===== src/rtl/md_pkg.sv =====
// md_pkg: shared definitions for the multiply/divide issue unit.
//   - one-hot bit positions of req_op and the matching one-hot masks
//   - state encoding of the issue FSM
//   - operation codes driven to the multiplier and the divider
//   - md_decode(): classifies a request opcode (anything not exactly one-hot is a no-op)
package md_pkg;

  localparam int OP_MULT  = 0;
  localparam int OP_MULTU = 1;
  localparam int OP_DIV   = 2;
  localparam int OP_DIVU  = 3;
  localparam int OP_MTHI  = 4;
  localparam int OP_MTLO  = 5;

  localparam logic [5:0] OH_MULT  = 6'b000001 << OP_MULT;
  localparam logic [5:0] OH_MULTU = 6'b000001 << OP_MULTU;
  localparam logic [5:0] OH_DIV   = 6'b000001 << OP_DIV;
  localparam logic [5:0] OH_DIVU  = 6'b000001 << OP_DIVU;
  localparam logic [5:0] OH_MTHI  = 6'b000001 << OP_MTHI;
  localparam logic [5:0] OH_MTLO  = 6'b000001 << OP_MTLO;

  // {unsigned, signed} op codes understood by multiplier and divider
  localparam logic [1:0] MD_MUL_SGN  = 2'b01;
  localparam logic [1:0] MD_MUL_USGN = 2'b10;

  localparam logic [1:0] ST_IDLE     = 2'd0;
  localparam logic [1:0] ST_DIV_WAIT = 2'd1;
  localparam logic [1:0] ST_DRAIN    = 2'd2;

  typedef enum logic [1:0] {
    S_IDLE     = ST_IDLE,
    S_DIV_WAIT = ST_DIV_WAIT,
    S_DRAIN    = ST_DRAIN
  } md_state_e;

  typedef enum logic [2:0] {
    K_NONE  = 3'd0,
    K_MULT  = 3'd1,
    K_MULTU = 3'd2,
    K_DIV   = 3'd3,
    K_DIVU  = 3'd4,
    K_MTHI  = 3'd5,
    K_MTLO  = 3'd6
  } md_kind_e;

  function automatic md_kind_e md_decode(input logic [5:0] op);
    md_kind_e k;
    case (op)
      OH_MULT:  k = K_MULT;
      OH_MULTU: k = K_MULTU;
      OH_DIV:   k = K_DIV;
      OH_DIVU:  k = K_DIVU;
      OH_MTHI:  k = K_MTHI;
      OH_MTLO:  k = K_MTLO;
      default:  k = K_NONE;
    endcase
    return k;
  endfunction

endpackage


===== src/rtl/md_hilo_reg.sv =====
// md_hilo_reg: architectural HI/LO registers with independent write enables.
// Ports:
//   clk, resetn          clock, asynchronous active-low reset (HI=LO=0)
//   hi_we, lo_we         write enables
//   hi_wdata, lo_wdata   write data
//   hi, lo               read values
// Build option MD_HILO_BYPASS_EN: when defined, hi/lo forward the data being
// written in the same cycle; otherwise they are the register outputs only.
module md_hilo_reg (
  input  logic        clk,
  input  logic        resetn,
  input  logic        hi_we,
  input  logic        lo_we,
  input  logic [31:0] hi_wdata,
  input  logic [31:0] lo_wdata,
  output logic [31:0] hi,
  output logic [31:0] lo
);

  logic [31:0] hi_q;
  logic [31:0] lo_q;

  // HI/LO storage
  always_ff @(posedge clk or negedge resetn) begin
    if (!resetn) begin
      hi_q <= 32'h0;
      lo_q <= 32'h0;
    end else begin
      if (hi_we) hi_q <= hi_wdata;
      if (lo_we) lo_q <= lo_wdata;
    end
  end

`ifdef MD_HILO_BYPASS_EN
  assign hi = hi_we ? hi_wdata : hi_q;
  assign lo = lo_we ? lo_wdata : lo_q;
`else
  assign hi = hi_q;
  assign lo = lo_q;
`endif

endmodule


===== src/rtl/md_unit.sv =====
// md_unit: multiply/divide issue unit of the execute stage.
// Accepts MULT/MULTU/DIV/DIVU/MTHI/MTLO from ES, drives the combinational
// multiplier or the handshaked divider and retires results into HI/LO.
// Ports:
//   clk, resetn                    clock, asynchronous active-low reset
//   req_valid/req_ready/req_op     request handshake, one-hot op (bit0 = MULT)
//   req_src1, req_src2             operands (MTHI/MTLO use src1)
//   flush                          cancels the accepted or in-flight op
//   busy, done, hi, lo             status and HI/LO read values
//   mul_op, mul_src1/2, mul_result multiplier interface
//   div_op, dividend, divisor,
//   div_in_valid, div_result,
//   div_out_valid, div_out_ready   divider interface
//   div_err                        sticky divide timeout flag
// Parameter DIV_TIMEOUT: cycles in DIV_WAIT/DRAIN before div_err (0 = off).
// Build option MD_HILO_BYPASS_EN: forward written HI/LO values in the retire
// cycle and drop busy in the completion cycle; otherwise busy is held one
// extra cycle after every write.
module md_unit
  import md_pkg::*;
#(
  parameter int DIV_TIMEOUT = 64
) (
  input  logic        clk,
  input  logic        resetn,
  input  logic        req_valid,
  output logic        req_ready,
  input  logic [5:0]  req_op,
  input  logic [31:0] req_src1,
  input  logic [31:0] req_src2,
  input  logic        flush,
  output logic        busy,
  output logic        done,
  output logic [31:0] hi,
  output logic [31:0] lo,
  output logic [1:0]  mul_op,
  output logic [31:0] mul_src1,
  output logic [31:0] mul_src2,
  input  logic [63:0] mul_result,
  output logic [1:0]  div_op,
  output logic [31:0] dividend,
  output logic [31:0] divisor,
  output logic        div_in_valid,
  input  logic [63:0] div_result,
  input  logic        div_out_valid,
  output logic        div_out_ready,
  output logic        div_err
);

  md_state_e   state;
  md_kind_e    kind;
  logic        accept;
  logic        div_ret;
  logic        hi_we;
  logic        lo_we;
  logic [31:0] hi_wdata;
  logic [31:0] lo_wdata;
  logic [31:0] wait_cnt;

  assign kind      = md_decode(req_op);
  assign req_ready = (state == S_IDLE);
  // flush wins over accept
  assign accept    = (state == S_IDLE) && req_valid && !flush;
  // a flush in the same cycle as the divider answer discards the result
  assign div_ret   = (state == S_DIV_WAIT) && div_out_valid && !flush;

  assign mul_src1 = req_src1;
  assign mul_src2 = req_src2;

  // multiplier op select from the presented request
  always_comb begin
    mul_op = 2'b00;
    case (kind)
      K_MULT:  mul_op = MD_MUL_SGN;
      K_MULTU: mul_op = MD_MUL_USGN;
      default: mul_op = 2'b00;
    endcase
  end

  // HI/LO write selection: divide retirement or an accepted MUL/MT op
  always_comb begin
    hi_we    = 1'b0;
    lo_we    = 1'b0;
    hi_wdata = mul_result[63:32];
    lo_wdata = mul_result[31:0];
    if (div_ret) begin
      hi_we    = 1'b1;
      lo_we    = 1'b1;
      hi_wdata = div_result[63:32];
      lo_wdata = div_result[31:0];
    end else if (accept) begin
      case (kind)
        K_MULT, K_MULTU: begin
          hi_we = 1'b1;
          lo_we = 1'b1;
        end
        K_MTHI: begin
          hi_we    = 1'b1;
          hi_wdata = req_src1;
        end
        K_MTLO: begin
          lo_we    = 1'b1;
          lo_wdata = req_src1;
        end
        default: begin
          hi_we = 1'b0;
          lo_we = 1'b0;
        end
      endcase
    end else begin
      hi_we = 1'b0;
      lo_we = 1'b0;
    end
  end

  // issue FSM with registered divider interface, done pulse and timeout
  always_ff @(posedge clk or negedge resetn) begin
    if (!resetn) begin
      state         <= S_IDLE;
      done          <= 1'b0;
      div_in_valid  <= 1'b0;
      div_out_ready <= 1'b0;
      div_op        <= 2'b00;
      dividend      <= 32'h0;
      divisor       <= 32'h0;
      wait_cnt      <= 32'h0;
      div_err       <= 1'b0;
    end else begin
      done         <= hi_we | lo_we;
      div_in_valid <= 1'b0;
      case (state)
        S_IDLE: begin
          if (accept && (kind == K_DIV || kind == K_DIVU)) begin
            state         <= S_DIV_WAIT;
            div_in_valid  <= 1'b1;
            div_out_ready <= 1'b1;
            div_op        <= (kind == K_DIVU) ? MD_MUL_USGN : MD_MUL_SGN;
            dividend      <= req_src1;
            divisor       <= req_src2;
            wait_cnt      <= 32'h0;
          end
        end
        S_DIV_WAIT: begin
          if (div_out_valid) begin
            state         <= S_IDLE;
            div_out_ready <= 1'b0;
          end else if (flush) begin
            state <= S_DRAIN;
          end
        end
        S_DRAIN: begin
          if (div_out_valid) begin
            state         <= S_IDLE;
            div_out_ready <= 1'b0;
          end
        end
        default: begin
          state         <= S_IDLE;
          div_out_ready <= 1'b0;
        end
      endcase
      // saturating count of cycles spent waiting on the divider
      if (state != S_IDLE && wait_cnt != 32'hFFFF_FFFF) begin
        wait_cnt <= wait_cnt + 32'd1;
      end
      if (DIV_TIMEOUT != 0 && state != S_IDLE && (wait_cnt + 32'd1) == 32'(DIV_TIMEOUT)) begin
        div_err <= 1'b1;
      end
    end
  end

`ifdef MD_HILO_BYPASS_EN
  assign busy = (state != S_IDLE) && !div_out_valid;
`else
  assign busy = (state != S_IDLE) || done;
`endif

  md_hilo_reg u_hilo (
    .clk      (clk),
    .resetn   (resetn),
    .hi_we    (hi_we),
    .lo_we    (lo_we),
    .hi_wdata (hi_wdata),
    .lo_wdata (lo_wdata),
    .hi       (hi),
    .lo       (lo)
  );

endmodule


===== config.mk =====
export PLATFORM = sky130hd
export DESIGN_NAME = md_unit
export DESIGN_NICKNAME = d
export VERILOG_FILES = /design/src/rtl/md_pkg.sv /design/src/rtl/md_hilo_reg.sv /design/src/rtl/md_unit.sv
export SDC_FILE = /design/constraint.sdc
export NUM_CORES = 1
export LEC_CHECK = 0
export CORE_MARGIN = 2
export CORE_UTILIZATION = 38
export DETAILED_ROUTE_END_ITERATION = 10
export HOLD_SLACK_MARGIN = 0.06
export PLACE_DENSITY = 0.73
export SETUP_SLACK_MARGIN = 0.4
export SLEW_MARGIN = 15
export SYNTH_ARGS = -nofsm -noshare
export SYNTH_HDL_FRONTEND = slang
export SYNTH_HIERARCHICAL = 1
export SYNTH_SLANG_ARGS = --single-unit

===== constraint.sdc =====
create_clock -name clk -period 2.9 [get_ports clk]
set_clock_uncertainty 0.15 [all_clocks]
set_input_delay 0.58 -clock clk [delete_from_list [all_inputs] [get_ports clk]]
set_output_delay 0.58 -clock clk [all_outputs]
set_load 0.02 [all_outputs]

After elaboration in Yosys (flattened, before gate mapping) --
Index checks and enable logic that the tools add are counted.
Storage, ports and cells: flip-flop bits (word level) 168, bits in latches 0, bits in writable memories 0, ROM bits 0, input bits 203, output and inout port bits 202, logic and storage cells 82, memories 0
Operators by class: $add $sub $neg 1, multipliers 0, divide/modulo/power cells 0, magnitude comparators 0, equal/unequal tests 20, shift operators 0, muxes and demuxes 28, bitwise logic cells 1, reduce and logical (&&, ||, !) cells 21
Operators with widths (number):
- $mux W32 | 9
- $add A32 B1 Y32 const B | 1
- $eq A32 B7 Y1 const B | 1
- $ne A32 B32 Y1 const B | 1
- $pmux W3 S6 | 1
- $mux W1 | 10
- $mux W2 | 5
- $eq A3 B3 Y1 const B | 3
- $logic_and A1 B1 Y1 | 7
- $eq A3 B2 Y1 const B | 2
- $eq A6 B1 Y1 const B | 1
- $eq A6 B2 Y1 const B | 1
- $eq A6 B3 Y1 const B | 1
- $eq A6 B4 Y1 const B | 1
- $eq A6 B5 Y1 const B | 1
- $eq A6 B6 Y1 const B | 1
- $pmux W2 S3 | 1
- $reduce_and A2 Y1 | 3
- $reduce_bool A2 Y1 | 3
- $reduce_or A3 Y1 | 2
- $ne A2 B1 Y1 const B | 2
- $pmux W2 S2 | 1
- $eq A3 B1 Y1 const B | 1
- $ne A3 B3 Y1 const B | 1
- other kinds (10) | 11

Depth between registers and ports, before layout --
Gate-level depths: netlist (run 1).
word-level depth 8, gate-level depth with buffers 12, gate-level depth less buffers 10

Cells and area by module --
The synthesis (run 1) kept the hierarchy.
By module, submodules not included:
- md_unit | times used 1, cells each 886, area an instance 6889.1 um2, sequential area each 2602.5 um2
- md_hilo_reg | times used 1, cells each 136, area an instance 2690.1 um2, sequential area each 1601.5 um2

Worst setup path before layout (run 1) --
Ideal clock, no wire load.
path kind register to register, start point register state[0], end point register u_hilo.lo_q[1] (netlist: u_hilo/lo[1]), setup time 0.125 ns, arrival 2.239 ns, data required time 2.625 ns, setup slack 0.386 ns, cell stages (with the launch flop) 13, path buffers 2, clock period less this slack 2.514 ns, path through dfrtp_1 > inv_1 > ha_1 > clkbuf_1 > nand2_1 > nor2_1 > nand2_1 > nor2_1 > nand3_1 > buf_2 > mux2i_1 > a21oi_1 > mux2_4
Between the ends: cells in the longest elaborated chain, start to end 5, elaborated cells between the ends (all ways) 10, classes of those cells eq/ne: 1; mux: 4; reduce/logical: 5
RTL lines:
- from (decl) | RTL line md_unit.sv:50 | md_state_e state;
- from (signal assigned) | RTL line md_unit.sv:119 | state <= S_IDLE;
- from (signal assigned) | RTL line md_unit.sv:134 | state <= S_DIV_WAIT;
- from (signal assigned) | RTL line md_unit.sv:145 | state <= S_IDLE;
- $logic_not A2 Y1
- named net req_ready | RTL line md_unit.sv:27 | output logic req_ready,
- $logic_and A1 B1 Y1 (2 in series) | RTL line md_unit.sv:63 | assign accept = (state == S_IDLE) && req_valid && !flush;
- $mux W32 | RTL line md_unit.sv:91 | end else if (accept) begin
- $mux W32 | RTL line md_unit.sv:86 | if (div_ret) begin
- named net lo_wdata[1] | RTL line md_unit.sv:57 | logic [31:0] lo_wdata;
- to (signal assigned) | RTL line md_hilo_reg.sv:30 | if (lo_we) lo_q <= lo_wdata;
- to (decl) | RTL line md_hilo_reg.sv:21 | logic [31:0] lo_q;
The timed path passes the listed nets, and every way through them passes these cells. A chain may end at the register's enable or synchronous reset.

Worst setup path after layout (run 1) --
start point input port req_src2[7], end point output port mul_src2[7]
RTL lines:
- from (decl) | RTL line md_unit.sv:30 | input logic [31:0] req_src2,
- to (decl) | RTL line md_unit.sv:38 | output logic [31:0] mul_src2,
No word-level cell between the ends.

==> out/metrics.csv, run 1 <==
metric,value,unit
#FFs+latches synth,168,
dpl hpwl,24700,microns
CTS H-tree depth,4,
CP max FO,2,
Post-synth EDFFs,0,
max-capacitance violation count,0,
Synth top area share,43.9,%
RSZ-0062 raised after global routing,true,
Die Wd,163,microns
Int Power,6.61,mW
die height,163,microns
number of global-route vias before repair,8716,
# port buffers,404,
Post-Syn Area,9580,sq um
final setup TNS,0,ns
Pleak,6.97,nW
Initial DRC Count,516,
clock buffer depth,2,
hold_ws,0.325,ns
Core Area,25000,sq um
Critical Path Max Stage Delay,0.63,ns
Crit-path slowest cell,clkdlybuf4s50_1,
worst hold path type,flip-flop to flip-flop,
GR Overflow Total,0,
area grow syn2layout,52.7,%
Final Max Tran Viols,0,
most common cell type on the critical path,clkdlybuf4s50_1,
clock share of power,21.8,%
Worst-Margin Slew,0.581,ns
Post-Syn Nets,1229,
routed vias,8690,
drt drc,0,
WP buf/inv,2,
largest delay contributor family on the critical path,buffers and inverters,
"commonest non-fill, non-tap cell in the layout",clkdlybuf4s50_1,
CTS tree,built,
Yosys warnings,6,
sequential element share of the synthesized area,43.9,%
Unique masters post-synth,54,
Post-synth ARST share,100,%
CTS Buf Count,17,
Final min period,2.48,ns
global-route wire length before repair,50300,microns
router iterations before antenna repair,4,
top area cells in the synthesized netlist,"dfrtp_1 (44%), mux2_4 (9.4%), nand2_1 (9.3%), mux2i_1 (6.8%), buf_4 (5.3%)",
Post-DRT Antenna Nets,0,
endpoint class of the critical path,primary output,
Setup crit start kind,input pin,
WL final,33800,microns
critical path required time,2.17,ns
crit share post-route,85.5,%
status,completed,
Rows,58,
worst skew pair latency,0.42,ns
Final Hold Vio Count,0,
Synth area leader,dfrtp_1,
placer congestion estimate,0.911,
Total GRT Usage,24.8,%
Layout Nets,1600,
critical path cell sequence,"clkdlybuf4s50_1, clkdlybuf4s50_1",
clk slew on worst S/H paths,0.07,ns
Slew HR,61.3,%
setup violators final,0,
initial antenna violation count,4,
# fillers,2192,
largest net degree at the start of global routing,70,
mean post-synth cell area,9.37,sq um
layout cells sized above 1,14.7,%
most frequent cells in the layout,"clkdlybuf4s50_1 (379), nand2_1 (231), dfrtp_1 (165)",
root buf cell,clkbuf_16,
NetSw,3.86,mW
Comb power frac,42.6,%
Peak VDD IR,0.419,mV
pwr dens,716,nW/um^2
Highest Clock Rate,0.403,GHz
Sw Share,36.9,%
sequential share of power,35.6,%
initial core utilization,38.4,%
Main synth FF type,dfrtp_1,
I/O Pins,405,
post-DR vias/cell,5.00,
Die ar.,26500,sq um
kind of critical path,input pin to primary output,
Mapped Cells,1022,
WL per Instance,19.5,microns
Critical Path AT,1.75,ns
TritonCTS Sinks,168,
## per-stage QoR
stage                     instance area, sq um  instances  setup slack [ns]  utilization [%]  total power, mW
after global placement                   13700       1682            0.0551             55.0             8.05
after detailed placement                 13700       1682           0.00960             55.0             8.11
after floorplan                           9580       1022             0.435                -             5.98
after CTS                                14400       1722             0.343             57.7             10.5
final                                    14600       1738             0.421             58.6             10.5
after global routing                     14600       1737             0.344             58.6             11.0
## cells by family (layout without fill, tap and decap cells)
family	Yosys count	after routing	share of synthesized area, %
xor+xnor	18	18	1.65
compound gates	158	158	9.18
other cells	0	2	0
flops	168	168	43.9
fa+ha+maj	4	4	0.522
mux	129	129	16.7
simple gates	413	414	18.8
buf+inv	132	515	9.25
## repair_timing
| item | in CTS | in global routing |
|---|---|---|
| hold endpoints to repair | 52 | 0 |
| endpoints found under the setup margin | 50 | 63 |
| gates resized for setup | 28 | 28 |
| setup buffers | 6 | 13 |
| gates cloned | 1 | 1 |
| pin swaps | 3 | 6 |
| hold buffers | 1 | 0 |
## power groups by stage
stage	Clock [mW]	Sequential, mW	Combinational (mW)
after floorplan	0	4.26	1.72
after global placement	0	3.71	4.34
after detailed placement	0	3.70	4.41
after CTS	2.32	3.70	4.45
after global routing	2.42	3.83	4.73
final	2.29	3.72	4.46
## path summary, 6_finish.rpt
check                      cells past startpoint       endpoint          from  slack [ns]
setup / recovery                               2    mul_src2[7]   req_src2[7]        0.42
min in group asynchronous                      2   dividend[26]        resetn        0.56
setup reg to reg                               7        div_err  wait_cnt[15]        0.48
hold reg to reg                                2    divisor[13]   divisor[13]        0.33
hold / removal                                 2    divisor[13]   divisor[13]        0.33
max in group asynchronous                      3  u_hilo/hi[11]        resetn        1.30
## synth_stat cells, types with 4 or more instances
cell,n
nor3_1,7
nor2_1,97
ha_1,4
nand4_1,11
a31oi_1,8
o21ai_0,10
mux2_2,4
and2_1,7
nand3_1,16
mux2i_1,65
buf_1,5
buf_2,18
nor4_1,4
o21ai_1,38
and4_1,5
o31ai_1,14
buf_4,68
xor2_1,6
mux2_4,60
clkbuf_1,27
nand2_1,237
and3_1,8
a21oi_1,75
xnor2_1,12
dfrtp_1,168
buf_12,6
inv_1,5
## tightest hold or removal path: cells and delay by family, from the launching register on
kind / cells / cell delay (ns)
flip-flops: 1 / 0.34
AND/OR/NAND/NOR: 2 / 0.10
## flip-flops by register name, summed over array words and instances (netlist names)
name           cells
divisor           32
done               1
div_op             2
u_hilo/lo         32
u_hilo/hi         32
wait_cnt          32
state              2
div_out_ready      1
div_err            1
dividend          32
div_in_valid       1
## layout make-up
| cell class | instances | area [sq um] | share of cell area, % |
|---|---|---|---|
| sequential | 168 | 4210 | 28.8 |
| multi-input combinational | 723 | 4600 | 31.5 |
| clock inverter | 14 | 155 | 1.06 |
| timing repair buffer | 477 | 4780 | 32.7 |
| clock buffer | 18 | 439 | 3.00 |
| tap | 330 | 413 | 2.82 |
| inverter | 6 | 22.5 | 0.154 |
| antenna | 2 | 5.00 | 0.0342 |
## per-layer routing
metal | GRT usage (%) | vias to the layer above | routed length [microns]
met5 | 0 | - | 30
met4 | 5.95 | 4 | 548
met3 | 7.38 | 39 | 2220
met2 | 41.5 | 271 | 16800
met1 | 31.7 | 4230 | 14200
li1 | - | 4146 | -
Power figures use the tool's default switching activity.
==> run 2, diff against run 1 <==
CORE_MARGIN = 4   (was 2)
GPL_ROUTABILITY_DRIVEN = 0   (was unset)
PLACE_DENSITY = 0.76   (was 0.73)
clock period = 2 ns   (was 2.9 ns; I/O delays follow)
==> run 2 against run 1 <==
The flow now finishes with violations (negative setup slack). Utilization grew 12 points. Count of clock-buffer cells in the layout grew 1. Sequential share of layout area shrank 4.4 points. Final area grew 18%. Power grew 61%. Clock power grew 60%. First-iteration DRC count grew 52%. Critical path depth grew 7. Combinational power grew 78%. Non-clock buffer count grew 186. Critical endpoint is now div_err. Highest routed layer is now met4.
==> out/metrics.csv, run 2 (synthesized netlist as in run 1, its figures left out) <==
metric,value,unit,change
critical path required time,2.22,ns,was 2.17 ns
failing checks,negative setup slack,,
Hold Path Origin,req_src2[4],,was divisor[13]
Worst Hold Depth,3,,was 2
clk slew on worst S/H paths,0.08,ns,was 0.07 ns
initial core utilization,39.0,%,was 38.4%
Rows,57,,was 58
FF-to-FF End,div_err,,unchanged
clock buffer depth,2,,unchanged
CTS Buf Count,17,,unchanged
largest net degree at the start of global routing,50,,was 70
slack of the critical path,-0.533,ns,was 0.421 ns
overall power,16.8,mW,was 10.5 mW
status,"finished, violations left",,was completed
Final Hold Vio Count,0,,unchanged
WL per Instance,23.5,microns,was 19.5 microns
CTS H-tree depth,4,,unchanged
crit share post-route,127,%,
"commonest non-fill, non-tap cell in the layout",buf_4,,was clkdlybuf4s50_1
Layout Nets,1785,,"was 1,600"
Die ar.,27800,sq um,"was 26,500 sq um"
most frequent cells in the layout,"buf_4 (196), dfrtp_1 (165), clkdlybuf4s50_1 (154)",,"was clkdlybuf4s50_1 (379), nand2_1 (231), dfrtp_1 (165)"
# port buffers,404,,unchanged
number of global-route vias before repair,10500,,"was 8,716"
dpl hpwl,26500,microns,"was 24,700 microns"
reg-to-reg startpoint,wait_cnt[1],,was wait_cnt[15]
Worst Reg-to-Reg Cells,9,,was 7
R2R Setup Slk,-0.53,ns,was 0.48 ns
Core Area,24500,sq um,"was 25,000 sq um"
# fillers,1746,,"was 2,192"
Pleak,9.07,nW,was 6.97 nW
setup violators final,166,,was 0
global-route wire length before repair,61000,microns,"was 50,300 microns"
drt drc,0,,unchanged
TritonCTS Sinks,168,,unchanged
area grow syn2layout,80.5,%,was 52.7%
Final min period,2.53,ns,
endpoint class of the critical path,flip-flop,,was primary output
pwr dens,974,nW/um^2,was 716 nW/um^2
worst hold path endpoint,divisor[4],,was divisor[13]
Highest Clock Rate,0.395,GHz,
WL final,45000,microns,"was 33,800 microns"
kind of critical path,flip-flop to flip-flop,,was input pin to primary output
CTS tree,built,,unchanged
RSZ-0062 raised after global routing,true,,unchanged
Critical Path AT,2.75,ns,was 1.75 ns
Final Max Tran Viols,0,,unchanged
pre-CTS setup slack,-0.652,ns,was 0.00960 ns
worst skew pair latency,0.44,ns,was 0.42 ns
CP max FO,4,,was 2
Post-DRT Antenna Nets,0,,unchanged
Die Wd,167,microns,was 163 microns
root buf cell,clkbuf_16,,unchanged
router iterations before antenna repair,7,,was 4
Initial DRC Count,782,,was 516
layout cells sized above 1,48.6,%,was 14.7%
worst hold path type,input pin to flip-flop,,was flip-flop to flip-flop
Setup crit start kind,flip-flop,,was input pin
Slew HR,68.0,%,was 61.3%
initial antenna violation count,3,,was 4
post-DR vias/cell,5.35,,was 5.00
Worst-Margin Slew,0.478,ns,was 0.581 ns
die height,167,microns,was 163 microns
max-capacitance violation count,0,,unchanged
I/O Pins,405,,unchanged
routed vias,10300,,"was 8,690"
GR Overflow Total,0,,unchanged
Peak VDD IR,0.645,mV,was 0.419 mV
Total GRT Usage,27.9,%,was 24.8%
==> run 2: cell count changes in the layout (fill, tap and decap cells not counted), sizes merged, moves of 2 or more <==
cell	change
clkinv	-3
clkinvlp	+2
bufinv	+3
clkdlybuf4s15	+3
dlygate4sd2	-3
buf	+323
clkbuf	+59
inv	-3
clkdlybuf4s50	-225
dlymetal6s2s	+30
==> run 2: what timing repair did <==
| item | 4_1_cts | 5_1_grt |
|---|---|---|
| hold endpoints to repair | 34 | 0 |
| pin swaps | 39 | 131 |
| endpoints found under the setup margin | 369 | 280 |
| cloned | 14 | 18 |
| resized for setup | 754 | 439 |
| buffers inserted | 37 | 16 |
| hold buffers | 1 | 0 |
==> run 2: critical path: stages (launching register included) <==
cell     delay, ns
dfrtp_2       0.41
ha_4          0.15
nand4_1       0.18
or3_4         0.44
buf_6         0.16
nor4_4        0.31
buf_4         0.20
nand3_1       0.10
o31ai_1       0.12
a41o_1        0.25
==> run 2: worst max path at each step <==
stage / startpoint / endpoint / slack (ns) / depth (start not counted)
floorplan: state[1] / u_hilo/lo[1] / -0.21 / 12
global placement: req_op[5] / mul_op[0] / -0.65 / 5
detailed placement: req_op[5] / mul_op[0] / -0.65 / 5
CTS: wait_cnt[1] / div_err / -0.28 / 9
global route: wait_cnt[1] / wait_cnt[18] / -0.60 / 10
finish: wait_cnt[1] / div_err / -0.53 / 9
==> run 2: final cells by class <==
type | count | area, sq um | area share [%]
Clock inverter | 13 | 185 | 1.07
Multi-Input combinational cell | 722 | 5580 | 32.2
Inverter | 6 | 27.5 | 0.159
Timing Repair Buffer | 663 | 6440 | 37.2
Tap cell | 324 | 405 | 2.34
Clock buffer | 19 | 443 | 2.56
Antenna cell | 3 | 7.51 | 0.0434
Sequential cell | 168 | 4210 | 24.3
==> run 2: routing by layer <==
layer	share of wire [%]	up-vias	wire, microns	track usage, %
met5	0	-	0	0
li1	-	4549	-	-
met4	4.0	0	1810	9.28
met1	37	5055	16400	32.5
met3	7.8	135	3510	6.45
met2	52	528	23200	50.6
==> run 2: power by group <==
group | switching (mW) | leakage (nW) | internal (mW) | total [mW]
logic | 4.08 | 6.58 | 3.84 | 7.92
registers | 0.797 | 2.18 | 4.46 | 5.26
clock network | 1.61 | 0.302 | 2.05 | 3.66
==> run 2: stage by stage <==
stage | util, % | TNS (ns) | cell area (sq um) | std cells | hold WS (ns)
after global routing | 70.5 | -45.36 | 17300 | 1918 | 0.0886
after CTS | 65.1 | -24.59 | 16000 | 1881 | 0.132
after global placement | 60.4 | -60.08 | 14800 | 1797 | 0.196
after detailed placement | 60.4 | -65.83 | 14800 | 1797 | 0.203
final | 70.5 | -33.66 | 17300 | 1918 | 0.0836
after floorplan | - | -14.72 | 9910 | 1022 | -0.0456
==> run 3, diff against run 2 <==
PLACE_DENSITY = 0.73   (was 0.76)
clock period = 2.6 ns   (was 2 ns; I/O delays follow)
==> run 3 against run 2 <==
The run now ends clean. Die area did not move. Cell count fell by 6.1%. Global-route usage fell by 2.8 points. Combinational power fell by 26%.
==> out/metrics.csv, run 3 (synthesized netlist as in run 1, its figures left out) <==
metric,value,unit,change
area grow syn2layout,64.5,%,was 80.5%
slack of the critical path,0.301,ns,was -0.533 ns
dpl hpwl,26600,microns,"was 26,500 microns"
Die ar.,27800,sq um,unchanged
WL per Instance,21.6,microns,was 23.5 microns
Rows,57,,unchanged
Register Area,4220,sq um,was 4210 sq um
Worst-Margin Slew,0.465,ns,was 0.478 ns
Final min period,2.30,ns,was 2.53 ns
pre-CTS setup slack,-0.221,ns,was -0.652 ns
worst skew pair latency,0.42,ns,was 0.44 ns
worst hold path type,flip-flop to flip-flop,,was input pin to flip-flop
Peak VDD IR,0.531,mV,was 0.645 mV
drt drc,0,,unchanged
initial core utilization,39.0,%,unchanged
global-route wire length before repair,54700,microns,"was 61,000 microns"
CTS Buf Count,17,,unchanged
Post-DRT Antenna Nets,0,,unchanged
Critical Path AT,2.46,ns,was 2.75 ns
# port buffers,404,,unchanged
WP buf/inv,3,,was 2
router iterations before antenna repair,6,,was 7
final setup TNS,0,ns,was -33.66 ns
multi-input logic area,4910,sq um,was 5580 sq um
initial antenna violation count,3,,unchanged
Crit-path slowest cell,dfrtp_2,,was or3_4
clk slew on worst S/H paths,0.07,ns,was 0.08 ns
most frequent cells in the layout,"clkdlybuf4s50_1 (328), nand2_1 (229), dfrtp_1 (158)",,"was buf_4 (196), dfrtp_1 (165), clkdlybuf4s50_1 (154)"
setup violators final,0,,was 166
Finished Layout Cells,1801,,"was 1,918"
Setup crit start kind,flip-flop,,unchanged
Layout Nets,1671,,"was 1,785"
Final Hold Vio Count,0,,unchanged
die height,167,microns,unchanged
Initial DRC Count,676,,was 782
Core Area,24500,sq um,unchanged
# fillers,1969,,"was 1,746"
RSZ-0062 raised after global routing,true,,unchanged
CP max FO,7,,was 4
CTS tree,built,,unchanged
clock buffer depth,2,,unchanged
critical path cell sequence,"buf_4, nand3_4, nor4_4, buf_4, and2_1, buf_6, xnor2_1, nand3_1, o31ai_1, a41o_1",,"was ha_4, nand4_1, or3_4, buf_6, nor4_4, buf_4, nand3_1, o31ai_1, a41o_1"
post-DR vias/cell,5.17,,was 5.35
number of global-route vias before repair,9350,,"was 10,500"
Total GRT Usage,25.1,%,was 27.9%
root buf cell,clkbuf_16,,unchanged
most common cell type on the critical path,buf_4,,
Die Wd,167,microns,unchanged
CTS H-tree depth,4,,unchanged
largest net degree at the start of global routing,77,,was 50
kind of critical path,flip-flop to flip-flop,,unchanged
largest delay contributor family on the critical path,simple AND/OR/NAND/NOR gates,,unchanged
GR Overflow Total,0,,unchanged
max-capacitance violation count,0,,unchanged
pwr dens,802,nW/um^2,was 974 nW/um^2
Final Max Tran Viols,0,,unchanged
Pleak,7.62,nW,was 9.07 nW
crit share post-route,88.4,%,was 127%
dpl cells,1705,,"was 1,797"
Highest Clock Rate,0.435,GHz,was 0.395 GHz
TritonCTS Sinks,168,,unchanged
Critical Path Max Stage Delay,0.40,ns,was 0.44 ns
WL final,38900,microns,"was 45,000 microns"
I/O Pins,405,,unchanged
"commonest non-fill, non-tap cell in the layout",clkdlybuf4s50_1,,was buf_4
layout cells sized above 1,21.7,%,was 48.6%
critical path required time,2.76,ns,was 2.22 ns
Slew HR,69.0,%,was 68.0%
routed vias,9307,,"was 10,300"
endpoint class of the critical path,flip-flop,,unchanged
status,completed,,"was finished, violations left"
## run 3: cell count changes in the layout (fill, tap and decap cells not counted), sizes merged, moves of 2 or more
cell / delta
clkinv: +2
clkbuf: -53
clkdlybuf4s50: +174
buf: -256
dlymetal6s2s: -26
diode: -2
clkdlybuf4s15: -3
dlygate4sd2: +48
## run 3: worst min-delay path: stages, from the launching register on
cell     delay, ns
dfrtp_1       0.35
nand2_1       0.05
nand2_1       0.05
## run 3: metrics by stage
step	area, sq um	hold WS, ns	util (%)	power (mW)
6_report	15800	0.327	64.2	12.6
5_1_grt	15800	0.334	64.2	13.2
4_1_cts	15200	0.329	61.8	12.3
3_5_place_dp	14000	0.311	57.2	9.21
3_3_place_gp	14000	0.308	57.2	9.12
2_1_floorplan	9700	0.0744	-	6.72
## run 3: layout make-up
cell class | instances | area share [%]
clock buffers | 18 | 2.72
multi-input cells | 723 | 31.2
flip-flops and latches | 168 | 26.8
well taps | 324 | 2.57
clock inverters | 13 | 1.07
repair buffers | 548 | 35.5
inverters | 6 | 0.143
diodes | 1 | 0.0159
## run 3: what timing repair did
item                                    in CTS  in global routing
gates cloned                                 6                 11
pin swaps                                   26                 57
buffers inserted                            31                 15
hold endpoints to repair                    42                  0
gates resized for setup                    128                 63
endpoints found under the setup margin     159                102
hold buffers                                 1                  0
## run 3: where the power goes
group / leakage, nW / switching, mW / total (mW) / internal (mW)
registers: 2.17 / 0.687 / 4.13 / 3.44
clock network: 0.292 / 1.14 / 2.66 / 1.52
logic: 5.16 / 2.74 / 5.85 / 3.11
total: 7.62 / 4.56 / 12.6 / 8.08
## run 3: layer usage
layer / up-vias / track usage (%) / part of all wire, %
li1: 4292 / - / -
met1: 4562 / 29.6 / 38
met2: 379 / 44.6 / 52
met3: 70 / 7.35 / 7.0
met4: 4 / 6.76 / 2.5
met5: - / 0 / 0.069
## run 3: final timing paths
check / to / slack [ns] / startpoint / cells past startpoint
hold reg to reg: dividend[17] / 0.33 / dividend[17] / 2
hold / removal: dividend[17] / 0.33 / dividend[17] / 2
min in group asynchronous: divisor[11] / 0.45 / resetn / 2
max in group asynchronous: dividend[0] / 1.19 / resetn / 3
setup / recovery: div_err / 0.30 / wait_cnt[0] / 10
setup reg to reg: div_err / 0.30 / wait_cnt[0] / 10
